## src/rtl/level_debounce.sv

```systemverilog
// level_debounce: two-flop synchroniser followed by a 4-state debounce FSM with a saturating glitch counter
// Ports:
//   i_clk      system clock, rising edge
//   rst        asynchronous active-high reset
//   raw_in     raw asynchronous level
//   glitch_clr synchronous clear of glitch_cnt (wins over a same-cycle abort)
//   level      debounced, synchronised level
//   p_STATE    current FSM state (LOW=00, WAIT_HIGH=01, HIGH=11, WAIT_LOW=10)
//   busy       high while a transition is being qualified
//   glitch_cnt saturating count of rejected transitions
module level_debounce #(
    parameter int STABLE   = 4,
    parameter int CNT_W    = 4,
    parameter int GLITCH_W = 8,
    parameter int WIDTH    = 2
) (
    input  logic                i_clk,
    input  logic                rst,
    input  logic                raw_in,
    input  logic                glitch_clr,
    output logic                level,
    output logic [WIDTH-1:0]    p_STATE,
    output logic                busy,
    output logic [GLITCH_W-1:0] glitch_cnt
);
    typedef enum logic [1:0] {
        LOW       = 2'b00,
        WAIT_HIGH = 2'b01,
        HIGH      = 2'b11,
        WAIT_LOW  = 2'b10
    } state_t;

    localparam logic [CNT_W-1:0] LAST = CNT_W'(STABLE - 1);

    state_t              state, state_nx;
    logic                sync1, sync2;
    logic [CNT_W-1:0]    cnt, cnt_nx;
    logic                abort;
    logic [GLITCH_W-1:0] glitch_nx;

    always_ff @(posedge i_clk or posedge rst)
        if (rst) begin
            sync1      <= 1'b0;
            sync2      <= 1'b0;
            cnt        <= '0;
            glitch_cnt <= '0;
            state      <= LOW;
        end else begin
            sync1      <= raw_in;
            sync2      <= sync1;
            cnt        <= cnt_nx;
            glitch_cnt <= glitch_nx;
            state      <= state_nx;
        end

    always_comb begin
        state_nx = state;
        cnt_nx   = cnt;
        abort    = 1'b0;
        case (state)
            LOW:
                if (sync2) begin
                    state_nx = WAIT_HIGH;
                    cnt_nx   = '0;
                end
            WAIT_HIGH:
                if (!sync2) begin
                    state_nx = LOW;
                    abort    = 1'b1;
                end else if (cnt == LAST)
                    state_nx = HIGH;
                else
                    cnt_nx = cnt + CNT_W'(1);
            HIGH:
                if (!sync2) begin
                    state_nx = WAIT_LOW;
                    cnt_nx   = '0;
                end
            WAIT_LOW:
                if (sync2) begin
                    state_nx = HIGH;
                    abort    = 1'b1;
                end else if (cnt == LAST)
                    state_nx = LOW;
                else
                    cnt_nx = cnt + CNT_W'(1);
            default:
                state_nx = LOW;
        endcase
        glitch_nx = glitch_clr ? '0 :
                    (abort && glitch_cnt != '1) ? glitch_cnt + GLITCH_W'(1) : glitch_cnt;
    end

    // WAIT_LOW still reports the old high level until the low is confirmed
    assign level   = (state == HIGH) || (state == WAIT_LOW);
    assign busy    = (state == WAIT_HIGH) || (state == WAIT_LOW);
    assign p_STATE = state;
endmodule

```

## config.mk

```make
export PLATFORM = sky130hd
export DESIGN_NAME = level_debounce
export DESIGN_NICKNAME = d
export VERILOG_FILES = /design/src/rtl/level_debounce.sv
export SDC_FILE = /design/constraint.sdc
export NUM_CORES = 1
export LEC_CHECK = 0
export CAP_MARGIN = 20
export CORE_UTILIZATION = 40
export CTS_CLUSTER_DIAMETER = 80
export DETAILED_ROUTE_END_ITERATION = 10
export HOLD_SLACK_MARGIN = 0.08
export PLACE_DENSITY = 0.75
export SYNTH_ARGS = -nofsm -noshare
export SYNTH_HDL_FRONTEND = slang
export SYNTH_SLANG_ARGS = --single-unit
```

## constraint.sdc

```tcl
create_clock -name i_clk -period 1.96 [get_ports i_clk]
set_input_delay 0.392 -clock i_clk [delete_from_list [all_inputs] [get_ports i_clk]]
set_output_delay 0.392 -clock i_clk [all_outputs]
set_load 0.02 [all_outputs]
```

==> qor.csv <==
stage,metric,value,unit
run_status,status,completed,
timing,"Hold Vio Cnt, Final",0,
clock_network,clk buf depth,2,
timing,slew margin rel.,60.8,%
die,Die X,49.9,µm
yosys,post-synth top area cell,dfrtp_1,
clock_network,clock sinks,16,
timing,Hold WS,0.359,ns
worst_setup_path,"Max FO, Critical Path",4,
worst_hold_path,HP Class,register to register,
clock_network,CTS tree,done,
timing,# setup viols final,0,
die,core area,2060,µm²
finish,final cell utilization of the core,55.7,%
die,Starting Density,44.5,%
finish,layout cells sized above 1,12.6,%
die,die area,2490,µm²
yosys,post-synthesis register bit count,16,
die,Die Y,49.9,µm
worst_setup_path,crit path DAT,1.48,ns
timing,Final period util,95.8,%
worst_setup_path,worst endpoint required time,1.57,ns
grt,All-Layer GR Usage,14.7,%
yosys,synthesized area,917,µm²
drt,Via density,5.29,
grt,global route overflow,0,
clock_network,Num CTS Buffers,3,
drt,total number of vias,730,
finish,# diodes,0,
finish,Final #Nets,123,
finish,Layout area overhead,25.2,%
timing,maximum clock frequency,0.533,GHz
clock_network,"Clk pin slew, worst setup/hold paths",0.08,ns
yosys,Synth Warn #,0,
finish,post-route cell area,1150,µm²
pwr,Peak VDD IR,975,µV
drt,detailed-router iteration count before antenna repair,7,
grt,vias in the first global route,669,
finish,Register Area,400,µm²
clock_network,# hold bufs at CTS,0,
yosys,sequential area share after synthesis,43.7,%
yosys,area share of the largest cell type after synthesis,43.7,%
finish,"commonest non-fill, non-tap cell in the layout",dfrtp_1,
pwr,Leakage,0.537,nW
yosys,Synth area leaders,"dfrtp_1, ha_1, nor2_1",
die,Top Ports,16,
placement,Detailed Place HPWL,1260,µm
clock_network,Root Buffer,clkbuf_4,
pwr,pwr/cell area,1230,nW/µm²
flow_run,max-capacitance violation count,0,
drt,drt drc,0,
die,row count,16,
drt,total wire length,1710,µm
drt,Initial DRC Count,14,
grt,antenna violations before repair,0,
worst_setup_path,crit end category,output port,
timing,fin crit period,1.88,ns
drt,post-route ant nets,0,
yosys,net count after synthesis,103,
clock_network,H-tree Lvls,1,
yosys,Gate Count Post-Synth,92,
finish,multi-input logic area,493,µm²
timing,Slew Limit Fails,0,
worst_setup_path,Reg2Reg Depth,5,
clock_network,Skew-Pair Late Insertion Delay,0.28,ns
placement,port bufs,15,
yosys,Avg Inst Size Synth,9.97,µm²
drt,Wirelength per Cell,12.4,µm
timing,slack of the critical path,0.0833,ns
finish,Fill cells,179,
placement,Area after DPL,1100,µm²
grt,first-pass GRT wire length,2770,µm
grt,pin count of the biggest net entering global routing,17,
finish,most frequent cells in the layout,"dfrtp_1, clkdlybuf4s50_1, nor2_1, o21ai_0",
placement,Final Wtd Congestion,0.788,
worst_setup_path,Worst Setup Start Kind,register,
timing,skew final,0.00971,ns
yosys,Yosys cell types,30,
timing,actual slew at the worst max-slew pin,0.587,ns
worst_hold_path,hold depth,0,
timing,Setup TNS Final,0,ns
placement,pre-CTS setup slack,0.0964,ns
worst_setup_path,Setup CP Type,register to output port,
-- report_power, final --
part           switching [mW]  internal [mW]
Combinational           0.421          0.333
Clock                   0.100          0.113
Sequential             0.0581          0.386
Total                   0.579          0.832
-- routing by layer --
metal / up-vias / GRT usage, % / routed length, µm
li1: 360 / - / -
met1: 349 / 17.9 / 761
met2: 17 / 25.2 / 882
met3: 4 / 1.85 / 47
met4: 0 / 7.14 / 19
met5: - / 0 / 0
-- worst paths after layout --
path / startpoint / slack [ns] / endpoint
setup / recovery: p_STATE[0] / 0.08 / level
hold / removal: sync1 / 0.36 / sync2
setup reg to reg: cnt[0] / 0.18 / p_STATE[1]
hold reg to reg: sync1 / 0.36 / sync2
max in group asynchronous: rst / 1.11 / glitch_cnt[2]
min in group asynchronous: rst / 0.46 / glitch_cnt[1]
-- synth_stat cells, drive strengths merged --
cell	n
nand3b	1
o31ai	1
nand2	4
o21ai	8
or3b	1
and3	2
a211oi	1
buf	2
mux2	2
a21oi	4
and4	1
a21o	1
mux2i	3
xor2	4
nor3	1
and4bb	1
nor2	12
o211ai	3
o2111ai	1
and2	2
nand3	3
nand4	3
dfrtp	16
xnor2	2
ha	7
inv	6
-- sequential cells by signal, indices dropped and copies added, names as in the netlist --
register    flops
glitch_cnt      8
cnt             4
p_STATE         2
sync1           1
sync2           1
-- worst max-delay path, stage by stage, from the launching register on --
cell           delay [ns]
dfrtp_1              0.41
inv_1                0.13
ha_2                 0.25
nor2_4               0.06
inv_1                0.04
dlygate4sd2_1        0.32
-- final cells by class --
cell class              instances  area share [%]
well taps                      27            2.94
multi-input cells              68            42.9
inverters                       6            1.96
flip-flops and latches         16            34.9
repair buffers                 17            14.2
clock buffers                   4            3.16
-- metrics by stage --
stage                     std cells  power [mW]
after floorplan                  92       0.933
after global placement          133        1.16
after detailed placement        133        1.19
after CTS                       137        1.39
after global routing            138        1.51
final                           138        1.41
-- logic make-up after synthesis --
logic type	count (synthesis)	share of synthesized area, %
simple gates	31	17.9
compound gates	19	13.4
flops	16	43.7
buf+inv	8	3.68
fa+ha+maj	7	9.55
xor+xnor	6	5.73
mux	5	6.14
-- timing repair --
| action | in CTS | in global routing |
|---|---|---|
| resized for setup | 2 | 3 |
| pin swaps | 0 | 1 |
| endpoints found under the hold margin | 0 | 0 |
| setup endpoints to repair | 2 | 1 |
| buffers inserted | 0 | 1 |
Power figures use the tool's default switching activity.
==> patch, RTL diff (same flow settings) <==
`CNT_W`: 4 -> 5.
--- a/src/rtl/level_debounce.sv
+++ b/src/rtl/level_debounce.sv
@@ -10,7 +10,7 @@
 //   glitch_cnt saturating count of rejected transitions
 module level_debounce #(
     parameter int STABLE   = 4,
-    parameter int CNT_W    = 4,
+    parameter int CNT_W    = 5,
     parameter int GLITCH_W = 8,
     parameter int WIDTH    = 2
 ) (
Formal check against the unedited RTL: same outputs for any inputs over 10 cycles, from zero or initial values and one cycle with rst high; that may be too few to reach the edited logic, so the function may still have changed.
==> patch against the original RTL <==
Area after synthesis increased by 6.3%. Die area increased by 6.0%. Routed wire length increased by 9.6%. Clock power decreased by 15%. Clock skew decreased by 1.5 ps. Worst hold slack got worse by 3.0 ps. Total power increased by 2.7%. Critical path depth unchanged. Design area increased by 4.2%. Core utilization decreased by 2.6 points. Worst setup slack improved by 39 ps. Sequential cell count increased by 1. Critical path type is now reg -> reg. Highest routed layer unchanged.
==> patch: results (changes against the original RTL) <==
metric,value,unit,change
power_leakage,0.000543,µW,+1.2%
place_congestion,0.860,,+9.1%
grt_pass1_wl,3380,µm,+22%
ir_drop,0.794,mV,-19%
syn_nets,108,,+4.9%
dr.pass1.iters,4,,-3
status,"finished, final reports clean",,
layout.nets,129,,+4.9%
seq_power,513,µW,+16%
final_util,0.531,,-0.0260
synth_cell_type_count,32,,+6.7%
clk_pin_slew,100,ps,+20 ps
whs,356,ps,-2.97 ps
hpwlAfterDp,1360,µm,+7.4%
clock_cell_area_share,0.0219,,-0.00965
r2r_slack,120,ps,-60 ps
skew,8.17,ps,-1.55 ps
ys_seq_area_frac,0.436,,about the same
multi_input_area_share,0.433,,+0.00341
grt_max_degree,18,,+1
seq_cell_count,17,,+1
final_cells,146,,+5.8%
cp.arrival,2010,ps,+530 ps
sh_seq_area,0.355,,+0.00669
buffers_excl_clock,18,,+1
grt_use_total,0.177,,+0.0298
cts-resized-gates,3,,+1
num_vias,795,,+8.9%
place_area,1160,µm²,+5.4%
multi_input_gates,73,,+7.4%
synth_area_leaders,"dfrtp_1 44%, ha_1 7.7%, mux2_2 4.6%, nor2_1 4.2%, mux2i_1 3.1%",,
[patch: logic make-up after synthesis]
family | share of synthesized area
simple gates | 0.213
flops | 0.436
fa+ha+maj | 0.0770
compound gates | 0.136
buf+inv | 0.0424
xor+xnor | 0.0180
mux | 0.0770
[patch: layer usage]
layer / routed length, µm / part of all wire / GRT usage / up-vias
li1: - / - / - / 384
met1: 890 / 0.47 / 0.231 / 387
met2: 891 / 0.48 / 0.277 / 20
met3: 64 / 0.034 / 0.0357 / 4
met4: 27 / 0.014 / 0.0811 / 0
met5: 0 / 0 / 0 / -
[patch: worst max-delay path by stage]
| stage | startpoint | end | slack (ps) | cells after the start |
|---|---|---|---|---|
| after floorplan | p_STATE[0] | glitch_cnt[4] | 150 | 6 |
| after global placement | p_STATE[0] | level | 160 | 5 |
| after detailed placement | p_STATE[0] | level | 80 | 5 |
| after CTS | p_STATE[0] | level | 20 | 5 |
| after global routing | cnt[0] | p_STATE[0] | 40 | 5 |
| final | cnt[0] | p_STATE[0] | 120 | 5 |
